[src/rtl/mvm3_host_driver.sv]
// Host-side sequencer for the 3x3 MVM block: streams a host-loaded 15-byte
// operand frame out, captures the three results back, and times the exchange.
module mvm3_host_driver #(
    parameter int FRAME_LEN = 15,
    parameter int N_RES     = 3,
    parameter int LAT_W     = 16
) (
    input  logic             clk,
    input  logic             reset,
    input  logic             wr_en,
    input  logic [3:0]       wr_addr,
    input  logic [7:0]       wr_data,
    input  logic             start,
    output logic             s_valid,
    input  logic             s_ready,
    output logic [7:0]       data_out,
    input  logic             m_valid,
    output logic             m_ready,
    input  logic [15:0]      data_in,
    output logic             busy,
    output logic             done,
    output logic [15:0]      res0,
    output logic [15:0]      res1,
    output logic [15:0]      res2,
    output logic [LAT_W-1:0] latency
);
    // state | meaning
    // IDLE  | after reset; host may write the frame buffer, start launches
    // SEND  | frame bytes offered to the MVM slave port in address order
    // RECV  | results accepted from the MVM master port into res[0..2]
    // DONE  | results and latency held; host may rewrite and relaunch
    typedef enum logic [1:0] {IDLE, SEND, RECV, DONE} state_t;

    localparam logic [3:0] FRAME_LIM = 4'(FRAME_LEN);
    localparam logic [3:0] LAST_BYTE = 4'(FRAME_LEN - 1);
    localparam logic [1:0] LAST_RES  = 2'(N_RES - 1);

    state_t           state_q, state_d;
    logic [3:0]       send_ptr_q, send_ptr_d;
    logic [1:0]       rx_ptr_q, rx_ptr_d;
    logic [LAT_W-1:0] latency_q, latency_d;
    logic [LAT_W-1:0] lat_inc;
    logic [7:0]       frame_q [FRAME_LEN];
    logic [7:0]       frame_d [FRAME_LEN];
    logic [15:0]      res_q [N_RES];
    logic [15:0]      res_d [N_RES];

    always_ff @(posedge clk or posedge reset) begin
        if (reset) begin
            state_q    <= IDLE;
            send_ptr_q <= '0;
            rx_ptr_q   <= '0;
            latency_q  <= '0;
            for (int i = 0; i < FRAME_LEN; i++) frame_q[i] <= '0;
            for (int i = 0; i < N_RES; i++) res_q[i] <= '0;
        end else begin
            state_q    <= state_d;
            send_ptr_q <= send_ptr_d;
            rx_ptr_q   <= rx_ptr_d;
            latency_q  <= latency_d;
            frame_q    <= frame_d;
            res_q      <= res_d;
        end
    end

    always_comb begin
        state_d    = state_q;
        send_ptr_d = send_ptr_q;
        rx_ptr_d   = rx_ptr_q;
        latency_d  = latency_q;
        frame_d    = frame_q;
        res_d      = res_q;

        s_valid  = (state_q == SEND);
        m_ready  = (state_q == RECV);
        busy     = s_valid || m_ready;
        done     = (state_q == DONE);
        data_out = s_valid ? frame_q[send_ptr_q] : '0;
        // Latency sticks at all-ones instead of wrapping.
        lat_inc  = (latency_q == '1) ? latency_q : latency_q + 1'b1;

        case (state_q)
            IDLE, DONE: begin
                if (wr_en && (wr_addr < FRAME_LIM)) frame_d[wr_addr] = wr_data;
                if (start) begin
                    state_d    = SEND;
                    send_ptr_d = '0;
                    rx_ptr_d   = '0;
                    latency_d  = '0;
                    for (int i = 0; i < N_RES; i++) res_d[i] = '0;
                end
            end
            SEND: begin
                // Counting begins with the first accepted byte; a nonzero count means it has begun.
                if (s_ready) begin
                    send_ptr_d = send_ptr_q + 1'b1;
                    latency_d  = lat_inc;
                    if (send_ptr_q == LAST_BYTE) begin
                        state_d    = RECV;
                        send_ptr_d = '0;
                    end
                end else if (latency_q != '0) begin
                    latency_d = lat_inc;
                end
            end
            RECV: begin
                latency_d = lat_inc;
                if (m_valid) begin
                    res_d[rx_ptr_q] = data_in;
                    rx_ptr_d        = rx_ptr_q + 1'b1;
                    if (rx_ptr_q == LAST_RES) state_d = DONE;
                end
            end
        endcase
    end

    assign res0    = res_q[0];
    assign res1    = res_q[1];
    assign res2    = res_q[2];
    assign latency = latency_q;
endmodule

[config.mk]
export PLATFORM = sky130hd
export DESIGN_NAME = mvm3_host_driver
export DESIGN_NICKNAME = d
export VERILOG_FILES = /design/src/rtl/mvm3_host_driver.sv
export SDC_FILE = /design/constraint.sdc
export NUM_CORES = 1
export LEC_CHECK = 0
export CAP_MARGIN = 10
export CORE_UTILIZATION = 44
export CTS_BUF_LIST = sky130_fd_sc_hd__clkbuf_4 sky130_fd_sc_hd__clkbuf_8 sky130_fd_sc_hd__clkbuf_16
export DETAILED_ROUTE_END_ITERATION = 16
export GPL_ROUTABILITY_DRIVEN = 1
export GPL_TIMING_DRIVEN = 0
export HOLD_SLACK_MARGIN = 0.03
export PLACE_DENSITY_LB_ADDON = 0.12
export SYNTH_ARGS = -nofsm -noshare
export SYNTH_HDL_FRONTEND = slang
export SYNTH_SLANG_ARGS = --single-unit
[constraint.sdc]
create_clock -name clk -period 9.3 [get_ports clk]
set_input_delay 1.86 -clock clk [delete_from_list [all_inputs] [get_ports clk]]
set_output_delay 1.86 -clock clk [all_outputs]
set_load 0.02 [all_outputs]
==> flow_summary.toml <==
[place]
gp_congestion = 0.830
preCtsSetupSlack_ps = 4670
placed_cells = 1003
hpwlAfterDp_mm = 14.7
io_buffer_count = 109

[power]
power_density_mw_per_mm2 = 303
p_leak_nw = 4.78
ir_drop_mv = 0.156

[hold_path]
hold_class = "reg -> reg"

[setup_path]
r2r_cells = 8
critical_path_class = "reg -> out"
critPathRequiredTime_ps = 7440
endpoint = "data_out[4]"
crit_arrival_ps = 3210
worst_setup_path_start_kind = "flip-flop"
r2r-end = "res2[3]"
cp-startpoint = "send_ptr_q[0]"
cp-end-kind = "primary output"
r2r_slack_ps = 6580
regToRegStartpoint = "state_q[0]"
cp_max_fo = 10

[clock_tree]
cts_buffers = 17
cts_tree = "built"
ctsResizeCount = 0
hold_buffers = 0
h-tree-depth = 4
clock-sinks = 192
cts_setup_buffers = 0
clockRootBuffer = "clkbuf_16"
clockBufferDepth = 2
clock_latency_ps = 440
path_clk_slew_ps = 80

[logic_synthesis]
synth.distinct_cells = 44
yosysTopAreaCell = "dfrtp_1"
synth_top_family_by_area = "multiplexers"
synth_warnings = 0
synthSimpleGateAreaFrac_pct = 6.41
syn-num-nets = 673
async_flop_share_pct = 100
synth_ff_type = "dfrtp_1"
synth_compound_area_share_pct = 9.26
syn_avg_cell_area_um2 = 13.9
synth_xor_area_share_pct = 1.20
yosys_register_bits = 192
synth_area_mm2 = 0.00874
ys_seq_area_share_pct = 55.0
synth_area_leaders = "dfrtp_1, mux2_2, mux4_2"
synthCells = 628
synthAdderAreaFrac_pct = 1.57
muxShareOfSynthArea_pct = 23.9
synth_edf_count = 0
synth_top_area_share_pct = 55.0

[timing]
setup_tns_ps = 0
rsz0062_at_grt = "no"
fin_skew_ps = 12.8
setup_slack_ps = 4230
hold_viol_final = 0
timing.hold.ws_ps = 503
worst_pin_slew_ps = 902
drv_slew = 0
finalCriticalPeriod_ps = 5070
fmax_ghz = 0.197
setup_violations = 0
relSlewSlack_pct = 39.7
min_period_over_period_pct = 54.5

[floorplanning]
die_area_mm2 = 0.0204
fp.dieW_um = 143
start_util_pct = 44.9
core_area_mm2 = 0.0195
num_io_pins = 110
dieHeight_um = 143
num_rows = 51

[cells_and_area]
fin_cells = 1035
regArea_mm2 = 0.00480
fin_nets = 802
final_cell_mix = "dfrtp_1, mux2_2, clkdlybuf4s50_1"
final_common_cell = "dfrtp_1"
syn_to_final_growth_pct = 23.7
fillers = 1593
drive_gt1_share_pct = 28.7
num_antenna_cells = 0
multi_input_area_mm2 = 0.00371

[global_routing]
grt_usage_pct = 22.7
first_global_vias = 6065
grt_max_degree = 126
grt_overflow = 0
antenna_found_initial = 0
grt_pass1_wl_mm = 34.4

[route]
route.detailed.drc = 0
drt_wl_total_mm = 21.5
dr.first_iter.drc_count = 396
vias_per_cell = 5.65
dr.pass1.iters = 5
wl_per_cell_um = 20.8
detail-route-antenna-nets = 0
dr_total_vias = 5845

[status]
status = "finished, final reports clean"

[flow_run]
drv_cap = 0
[worst min path at each step]
stage | depth (start not counted) | start | to
CTS | 1 | frame_q[99] | frame_q[99]
global route | 1 | res1[14] | res1[14]
global placement | 1 | frame_q[100] | frame_q[100]
detailed placement | 1 | frame_q[99] | frame_q[99]
floorplan | 1 | frame_q[100] | frame_q[100]
finish | 1 | frame_q[32] | frame_q[32]
[flip-flops by register name, indices dropped and copies added, names as in the netlist]
name / count
frame_q: 120
latency: 16
res0: 16
res1: 16
res2: 16
rx_ptr_q: 2
send_ptr_q: 4
state_q: 2
[report_power, final]
part           internal [mW]  total (mW)  leakage [nW]  switching, mW
sequential              1.14        1.32          2.52          0.173
clock                  0.414       0.759         0.294          0.345
combinational          0.602        1.20          1.97          0.594
[through the flow]
step                utilization [%]  area, µm²  power [mW]
floorplan                         -       8740        2.09
global placement               52.2      10200        2.48
detailed placement             52.4      10200        2.53
CTS                            55.5      10800        3.30
global route                   55.5      10800        3.46
finish                         55.5      10800        3.27
[synthesized netlist by cell type (all sizes together) (11+ instances only)]
| master | count |
|---|---|
| clkbuf | 31 |
| inv | 11 |
| a22o | 60 |
| mux4 | 24 |
| nor2 | 20 |
| mux2 | 137 |
| buf | 11 |
| nand2 | 20 |
| ha | 11 |
| nand2b | 14 |
| nand3 | 17 |
| dfrtp | 192 |
[cells by family (layout without fill, tap and decap cells)]
| group | count (synthesis) | in the layout |
|---|---|---|
| AOI/OAI and AO/OA | 97 | 97 |
| muxes | 162 | 162 |
| buffers and inverters | 53 | 195 |
| xor gates and xnor gates | 12 | 12 |
| adders and majority gates | 11 | 11 |
| and+or+nand+nor | 101 | 101 |
| DFF | 192 | 192 |
[layer usage]
| metal | routed length, µm | vias up | share of wire, % | global-route usage (%) |
|---|---|---|---|---|
| met5 | 0 | - | 0 | 0 |
| met1 | 9970 | 3057 | 46 | 31.5 |
| met2 | 10300 | 163 | 48 | 35.8 |
| met3 | 869 | 20 | 4.0 | 4.49 |
| li1 | - | 2605 | - | - |
| met4 | 347 | 0 | 1.6 | 7.07 |
[cell type report]
| cell class | count | area share (%) |
|---|---|---|
| tap | 265 | 3.07 |
| inverter | 11 | 0.451 |
| clock buffer | 18 | 4.06 |
| multi-input combinational | 383 | 34.3 |
| sequential | 192 | 44.4 |
| buffer | 42 | 1.75 |
| clock inverter | 14 | 1.60 |
| timing repair buffer | 110 | 10.3 |
[worst max-delay path, cell delays in order, from the launching register on]
cell and delay [ps]:
dfrtp_1 350, buf_2 280, buf_2 420, mux4_2 600, mux2_2 310, o211a_1 240
clkdlybuf4s50_1 540
(Power assumes the default switching activity.)
